### config.mk
export PLATFORM = sky130hd
export DESIGN_NAME = dcache_wt_dm
export DESIGN_NICKNAME = d
export VERILOG_FILES = /design/src/rtl/dcache_wt_dm.sv
export SDC_FILE = /design/constraint.sdc
export NUM_CORES = 1
export LEC_CHECK = 0
export CORE_MARGIN = 5
export CORE_UTILIZATION = 64
export CTS_CLUSTER_DIAMETER = 80
export DETAILED_ROUTE_END_ITERATION = 16
export GPL_ROUTABILITY_DRIVEN = 0
export HOLD_SLACK_MARGIN = 0.02
export MAX_ROUTING_LAYER = met4
export PLACE_DENSITY_LB_ADDON = 0.3
export SYNTH_ARGS = -nofsm -noshare
export SYNTH_HDL_FRONTEND = slang
export SYNTH_SLANG_ARGS = --single-unit
### constraint.sdc
create_clock -name clk -period 14.25 [get_ports clk]
set_clock_uncertainty 0.05 [all_clocks]
set_input_delay 1.425 -clock clk [delete_from_list [all_inputs] [get_ports clk]]
set_output_delay 1.425 -clock clk [all_outputs]
set_load 0.03 [all_outputs]
### src/rtl/dcache_wt_dm.sv
// Direct-mapped, write-through, no-write-allocate data cache with one-word lines,
// a whole-cache flush sequencer and saturating read hit/miss counters.
module dcache_wt_dm #(
  parameter int ADDR_W  = 32,
  parameter int DATA_W  = 32,
  parameter int LINES   = 16,
  parameter int COUNT_W = 16
) (
  input  logic               clk,
  input  logic               reset,
  input  logic               cpu_re,
  input  logic               cpu_we,
  input  logic [ADDR_W-1:0]  cpu_addr,
  input  logic [DATA_W-1:0]  cpu_wdata,
  output logic [DATA_W-1:0]  cpu_rdata,
  output logic               cpu_stall,
  input  logic               flush,
  output logic               mem_req,
  output logic               mem_we,
  output logic [ADDR_W-1:0]  mem_addr,
  output logic [DATA_W-1:0]  mem_wdata,
  input  logic [DATA_W-1:0]  mem_rdata,
  input  logic               mem_ack,
  output logic [COUNT_W-1:0] hit_count,
  output logic [COUNT_W-1:0] miss_count
);

  localparam int IDX_W = $clog2(LINES);
  localparam int TAG_W = ADDR_W - IDX_W - 2;

  typedef enum logic [1:0] {IDLE, RD, WR, FLUSH} state_t;

  state_t              state, state_n;
  logic                flush_pending;
  logic [IDX_W-1:0]    fcnt;
  logic [DATA_W-1:0]   rdata_q, rdata_c;
  logic                stall_c, req_c, we_c, hit_inc, miss_inc;

  logic [LINES-1:0]    valid;
  logic [TAG_W-1:0]    tags [LINES];
  logic [DATA_W-1:0]   data [LINES];

  logic [IDX_W-1:0]    idx;
  logic [TAG_W-1:0]    tag;
  logic                hit;

  assign idx = cpu_addr[IDX_W+1:2];
  assign tag = cpu_addr[ADDR_W-1:IDX_W+2];
  assign hit = valid[idx] && (tags[idx] == tag);

  assign mem_addr  = cpu_addr & ~ADDR_W'(3);
  assign mem_wdata = cpu_wdata;

  always_comb begin
    state_n  = state;
    stall_c  = 1'b0;
    req_c    = 1'b0;
    we_c     = 1'b0;
    rdata_c  = rdata_q;
    hit_inc  = 1'b0;
    miss_inc = 1'b0;
    case (state)
      IDLE: begin
        if (flush || flush_pending) begin
          state_n = FLUSH;
          stall_c = cpu_re | cpu_we;
        end else if (cpu_we) begin
          stall_c = 1'b1;
          state_n = WR;
        end else if (cpu_re) begin
          if (hit) begin
            rdata_c = data[idx];
            hit_inc = 1'b1;
          end else begin
            stall_c  = 1'b1;
            state_n  = RD;
            miss_inc = 1'b1;
          end
        end
      end
      RD: begin
        req_c   = 1'b1;
        stall_c = ~mem_ack;
        if (mem_ack) begin
          rdata_c = mem_rdata;
          state_n = IDLE;
        end
      end
      WR: begin
        req_c   = 1'b1;
        we_c    = 1'b1;
        stall_c = ~mem_ack;
        if (mem_ack) state_n = IDLE;
      end
      FLUSH: begin
        stall_c = 1'b1;
        if (fcnt == IDX_W'(LINES - 1)) state_n = IDLE;
      end
      default: state_n = IDLE;
    endcase
  end

  // Outputs are forced low while reset is held so an abandoned transaction drops at once.
  assign cpu_stall = reset & stall_c;
  assign mem_req   = reset & req_c;
  assign mem_we    = reset & we_c;
  assign cpu_rdata = reset ? rdata_c : '0;

  always_ff @(posedge clk or negedge reset) begin
    if (!reset) begin
      state         <= IDLE;
      flush_pending <= 1'b0;
      fcnt          <= '0;
      valid         <= '0;
      rdata_q       <= '0;
      hit_count     <= '0;
      miss_count    <= '0;
    end else begin
      state   <= state_n;
      rdata_q <= rdata_c;
      case (state)
        IDLE: begin
          if (flush || flush_pending) begin
            flush_pending <= 1'b0;
            fcnt          <= '0;
          end
        end
        RD: begin
          if (flush) flush_pending <= 1'b1;
          if (mem_ack) valid[idx] <= 1'b1;
        end
        WR: begin
          if (flush) flush_pending <= 1'b1;
        end
        FLUSH: begin
          valid[fcnt] <= 1'b0;
          fcnt        <= fcnt + IDX_W'(1);
        end
        default: ;
      endcase
      if (hit_inc && hit_count != '1)   hit_count  <= hit_count + COUNT_W'(1);
      if (miss_inc && miss_count != '1) miss_count <= miss_count + COUNT_W'(1);
    end
  end

  // Tag/data arrays carry no reset; validity is tracked solely by the valid bits.
  always_ff @(posedge clk) begin
    if (state == RD && mem_ack) begin
      tags[idx] <= tag;
      data[idx] <= mem_rdata;
    end else if (state == WR && mem_ack && hit) begin
      data[idx] <= cpu_wdata;
    end
  end

endmodule

==> metrics.yaml, run 1 <==
sta:
  max-slew-margin-rel: 0.192
  finalHoldViolCount: 0
  holdWs_ps: 450
  worst_slew_pin_slew_ps: 1200
  fmax_mhz: 108
  post-route-period-util: 0.651
  finalWorstSetupSlack_ps: 4980
  report.final.slew_viol_count: 0
  period_needed_ps: 9270
  rsz0062_at_grt: "false"
  setup_tns_ps: 0
  setup_viol: 0
yosys:
  synth-edff-count: 928
  ys.flop_type: "edfxtp_1"
  syn_area_per_cell_sq_um: 19.0
  seq_area_frac_synth: 0.711
  syn_inst: 2226
  ys_ff_latch: 1015
  syn-cell-area_sq_um: 42300
  synthArstFlopShare: 0.0857
  synth_cell_types: 65
  yosys_warnings: 0
global_route:
  use_met2: 0.487
  first_global_vias: 23900
  globalRouteMet3Util: 0.0572
  grt_start_max_net_pins: 101
  grt_pass1_wl_mm: 153
  use_met1: 0.387
  antenna_found_initial: 2
  track_usage: 0.299
  grt_overflow_total: 0
  grt.busiest_layer: "met2"
critical_path:
  critPathArrivalTime_ps: 7800
  rr_startpoint: "tags[5][5]"
  start_kind: "primary input"
  r2r_slack_ps: 9050
  ff2ff_path_depth: 10
  path_class: "primary input to primary output"
  cp-end-kind: "primary output"
  cp_max_fo: 90
  required_ps: 12770
  r2r-end: "data[14][23]"
floorplanning:
  dieArea_sq_um: 71300
  chipHeight_microns: 267
  start_util: 0.644
  coreArea_sq_um: 65600
  core.rowCount: 94
  io_pins: 233
  die_w_microns: 267
layout:
  fin_area_sq_um: 48300
  synthToLayoutAreaGrowth_pct: 14.3
  finalNonFillerCells: 3370
  layout_commonest_cell: "edfxtp_1"
  most-common-layout-cells: "edfxtp_1, mux4_2, clkdlybuf4s50_1"
  final_nets: 2538
  final.fill_count: 3621
  drive_gt1_frac: 0.234
power_and_ir_drop:
  intPower_mw: 5.28
  power.density_nw_per_um2: 149
  power_frac_seq: 0.481
  p_switching_mw: 1.90
  p_sw_frac: 0.265
  p_comb_frac: 0.165
  clock_power_share: 0.355
  p_leak_nw: 16.2
  max-vdd-ir-drop_v: 0.000123
clock_network:
  cts.path.max_buffers: 3
  numCtsBuffers: 97
  cts_setup_buffers: 0
  clk_pin_slew_ps: 60
  tritoncts: "done"
  clkSinkCount: 1015
  h-tree-depth: 3
  cts_resized: 0
  hold_buffers: 0
  clock_latency_ps: 650
  cts_root_buf: "clkbuf_16"
detailed_routing:
  drc_errors: 0
  postRouteAntennaNets: 0
  drt_first_pass_iters: 6
  viasPerCell: 6.78
  wl_per_cell_microns: 30.5
  drt-total-wl_mm: 103
  drtIter0Drc: 3023
  vias: 22900
placed_design:
  placed_cell_area_sq_um: 45200
  port-buffer-count: 228
  dp_slack_ps: 5010
  dp.cells: 3191
  dpl.hpwl_mm: 56.1
worst_hold_path:
  holdPathEnd: "miss_count[11]"
  hold_start: "miss_count[11]"
  hold_path_class: "flip-flop to flip-flop"
  hold_depth: 1
job:
  max_cap_viol_count: 0
run_status:
  run_status: "completed"
-- per-stage QoR --
stage,power (mW),util
after global routing,7.42,0.737
after global placement,4.61,0.689
final,7.19,0.737
after CTS,7.20,0.736
after detailed placement,4.66,0.689
after floorplan,4.23,-
-- cell type report --
cell class                 instances  area (sq um)  area share
antenna                            2          5.00    0.000104
clock buffer                     124          2600      0.0538
clock inverter                    53           532      0.0110
inverter                          15          56.3     0.00116
multi-input combinational       1014         11300       0.234
sequential                      1015         30000       0.622
tap                              864          1080      0.0224
timing repair buffer             283          2710      0.0561
-- cells by family (layout without fill, tap and decap cells) --
group / Yosys count / count (layout) / share of synthesized area
flip-flops: 1015 / 1015 / 0.711
multiplexers: 404 / 404 / 0.174
AND/OR/NAND/NOR: 358 / 358 / 0.0407
buffers and inverters: 198 / 475 / 0.0268
AO/OA/AOI/OAI: 181 / 181 / 0.0321
XOR/XNOR: 59 / 59 / 0.0122
adder cells (fa/ha/maj): 10 / 10 / 0.00296
other: 1 / 4 / 0.0000887
-- layer usage --
metal | part of all wire | up-vias
li1 | - | 9301
met1 | 0.35 | 11700
met2 | 0.51 | 1547
met3 | 0.097 | 292
met4 | 0.038 | 0
met5 | 0 | -
-- synth_stat cells (all sizes together), types with 2 or more instances --
cell type  instances  area share
nor2b             15      0.0022
mux2              72       0.022
edfxtp           928        0.66
and2              12      0.0018
a221oi             3     0.00062
ha                10      0.0030
nor4b              2     0.00041
nand2            148       0.013
buf              122       0.020
a211o              2     0.00041
inv               13      0.0012
dfrtp             87       0.052
mux2i             83       0.020
a22oi             48      0.0085
nand3             30      0.0036
nand4              9      0.0013
xor2              34      0.0070
clkinv             2     0.00018
or4                2     0.00036
nor2              61      0.0054
a31oi             13      0.0019
a21boi            32      0.0083
or3                3     0.00044
a22o               3     0.00062
nand2b            11      0.0016
o221ai             5      0.0010
a21oi             38      0.0045
mux4             249        0.13
a2bb2oi            2     0.00041
nor4              12      0.0024
nor3b              8      0.0014
and3              14      0.0021
o22ai              5     0.00074
o31a               3     0.00062
clkbuf            61      0.0054
o21ai             15      0.0018
nand4b             5      0.0010
xnor2             25      0.0052
nor3              21      0.0025
o311ai             2     0.00041
-- worst max-delay path: stages --
cell             delay, ps
buf_6                  660
buf_4                  800
nor2b_1                570
a22o_1                 270
nor3_1                  60
a21oi_1                240
nor4b_1                620
a41oi_2                380
or4_2                  780
buf_4                  400
mux2_2                 400
a21boi_0               220
clkdlybuf4s50_1        730
-- power groups by stage --
stage	clock network (mW)	logic, mW	registers (mW)
6_report	2.55	1.18	3.46
2_1_floorplan	0	0.737	3.49
3_3_place_gp	0	1.11	3.50
4_1_cts	2.57	1.18	3.45
5_1_grt	2.70	1.25	3.46
3_5_place_dp	0	1.15	3.51
-- worst max path at each step --
stage                      from       endpoint  slack, ps
floorplan           cpu_addr[5]    data[13][0]       6890
global placement    cpu_addr[2]  cpu_rdata[25]       5080
detailed placement  cpu_addr[2]  cpu_rdata[25]       5010
CTS                 cpu_addr[2]  cpu_rdata[25]       5010
global route        cpu_addr[2]  cpu_rdata[25]       4670
finish              cpu_addr[5]  cpu_rdata[25]       4980
-- sequential cells by signal, summed over array words and instances (netlist names) --
register,cells
data,512
tags,416
rdata_q,32
hit_count,16
miss_count,16
valid,16
fcnt,4
state,2
flush_pending,1
Power figures use the tool's default switching activity.
==> inputs of run 2 (changes only) <==
Settings changed: CORE_UTILIZATION 64 to 54.
Clock period 14.25 ns to 8.2 ns, I/O delays scaled along.
==> metrics.yaml, run 2 (synthesized netlist as in run 1, its figures left out) <==
clock_network:
  cts_setup_buffers: 0  # unchanged
  cts.path.max_buffers: 3  # unchanged
  hold_buffers: 0  # unchanged
  h-tree-depth: 3  # unchanged
  cts_resized: 0  # unchanged
  tritoncts: "done"
  numCtsBuffers: 100  # +3.1%
  cts_root_buf: "clkbuf_16"
  clk_pin_slew_ps: 60  # about the same
  clkSinkCount: 1015  # unchanged
  clock_latency_ps: 670  # +20 ps
detailed_routing:
  drt-total-wl_mm: 98.1  # -4.7%
  postRouteAntennaNets: 0  # unchanged
  viasPerCell: 6.23  # -8.2%
  wl_per_cell_microns: 27.5  # -9.9%
  vias: 22200  # -2.8%
  drtIter0Drc: 2389  # -21%
  drc_errors: 0  # unchanged
  drt_first_pass_iters: 5  # -1
worst_hold_path:
  hold_path_class: "primary input to asynchronous set/reset pin"
layout:
  final_core_util: 0.629  # -0.107
  synthToLayoutAreaGrowth_pct: 15.5
  fin_area_sq_um: 48800  # +0.99%
  layout_commonest_cell: "edfxtp_1"
  largest_register_ffs: 512  # unchanged
  regMostFlops: "data"
  final_nets: 2558  # +0.79%
  most-common-layout-cells: "edfxtp_1, mux4_2, clkdlybuf4s50_1"
  drive_gt1_frac: 0.241  # +0.00667
  largest_registers: "data x512, tags x416, rdata_q x32"
  antenna_cells: 0  # -2
global_route:
  first_global_vias: 23000  # -4.1%
  grt_start_max_net_pins: 79  # -22%
  antenna_found_initial: 0  # -2
  grt_overflow_total: 0  # unchanged
  grt_pass1_wl_mm: 146  # -4.7%
  track_usage: 0.242  # -0.0571
power_and_ir_drop:
  p_leak_nw: 16.3  # +0.98%
  power_mw: 12.6  # +75%
  power.density_nw_per_um2: 258  # +73%
  max-vdd-ir-drop_v: 0.000195  # +59%
job:
  max_cap_viol_count: 0  # unchanged
run_status:
  run_status: "completed"
sta:
  rsz0062_at_grt: "false"
  setup_tns_ps: 0  # unchanged
  setup_viol: 0  # unchanged
  report.final.slew_viol_count: 0  # unchanged
  post-route-period-util: 0.896
  max-slew-margin-rel: 0.232  # +0.0399
  period_needed_ps: 7340
  fmax_mhz: 136
  finalHoldViolCount: 0  # unchanged
  worst_slew_pin_slew_ps: 1150  # -56.1 ps
critical_path:
  path_class: "primary input to primary output"
  required_ps: 7330  # -5440 ps
  rr_startpoint: "tags[5][5]"
  cp_max_fo: 77  # -14%
  critPathMaxStageDelay_ps: 1190  # +390 ps
  crit_slowest_cell: "or4_2"
  critPathArrivalTime_ps: 6470  # -1330 ps
  start_kind: "primary input"
  cp-end-kind: "primary output"
  path_cells: "buf_8 -> mux4_1 -> xor2_1 -> or4_1 -> o31a_1 -> nor4_2 -> a41oi_2 -> or4_2 -> buf_4 -> mux2_4 -> a21boi_2 -> clkdlybuf4s50_1"
  crit_path_start: "cpu_addr[3]"
placed_design:
  port-buffer-count: 228  # unchanged
  dpl.hpwl_mm: 55.3  # -1.3%
  placed_cell_area_sq_um: 45500  # +0.74%
floorplanning:
  chipHeight_microns: 290  # +8.5%
  core.rowCount: 102  # +8.5%
  io_pins: 233  # unchanged
  start_util: 0.545  # -0.0993
  coreArea_sq_um: 77600  # +18%
  die_w_microns: 290  # +8.5%
  dieArea_sq_um: 84000  # +18%
-- run 2: where the power goes --
part	switching, mW	internal [mW]	total (mW)
clock network	1.93	2.64	4.56
logic	1.24	0.779	2.02
registers	0.117	5.88	5.99
total	3.29	9.29	12.6
-- run 2: layer usage --
metal / track usage / vias to the layer above / share of wire
met5: - / - / 0
met2: 0.382 / 1028 / 0.49
met1: 0.334 / 11700 / 0.40
met4: 0.0615 / 0 / 0.021
met3: 0.0455 / 151 / 0.090
li1: - / 9349 / -
-- run 2: critical path, delay by kind of cell --
kind	cells	cell delay (ps)
xor gates and xnor gates	1	150
AOI/OAI and AO/OA	3	690
and+or+nand+nor	3	2240
buffers and inverters	3	1720
muxes	2	760
-- run 2: final cells by class --
class	instances	area, sq um
Fill cell	5347	28800
Timing Repair Buffer	300	2830
Tap cell	1040	1300
Sequential cell	1015	30000
Clock inverter	50	556
Inverter	15	56.3
Clock buffer	132	2730
Multi-Input combinational cell	1014	11300
-- run 2: metrics by stage --
stage	setup WS, ps	instances	hold slack, ps
3_5_place_dp	824	3384	433
5_1_grt	601	3566	202
4_1_cts	830	3566	149
3_3_place_gp	915	3384	420
6_report	857	3566	147
2_1_floorplan	1440	2227	401
-- run 2: worst paths after layout --
path / slack, ps / end / cells after the start
setup / recovery: 860 / cpu_rdata[3] / 12
hold / removal: 150 / hit_count[15] / 1
setup reg to reg: 2990 / data[4][26] / 10
hold reg to reg: 450 / hit_count[12] / 1
max in group asynchronous: 6610 / rdata_q[21] / 2
min in group clk: 450 / hit_count[12] / 1
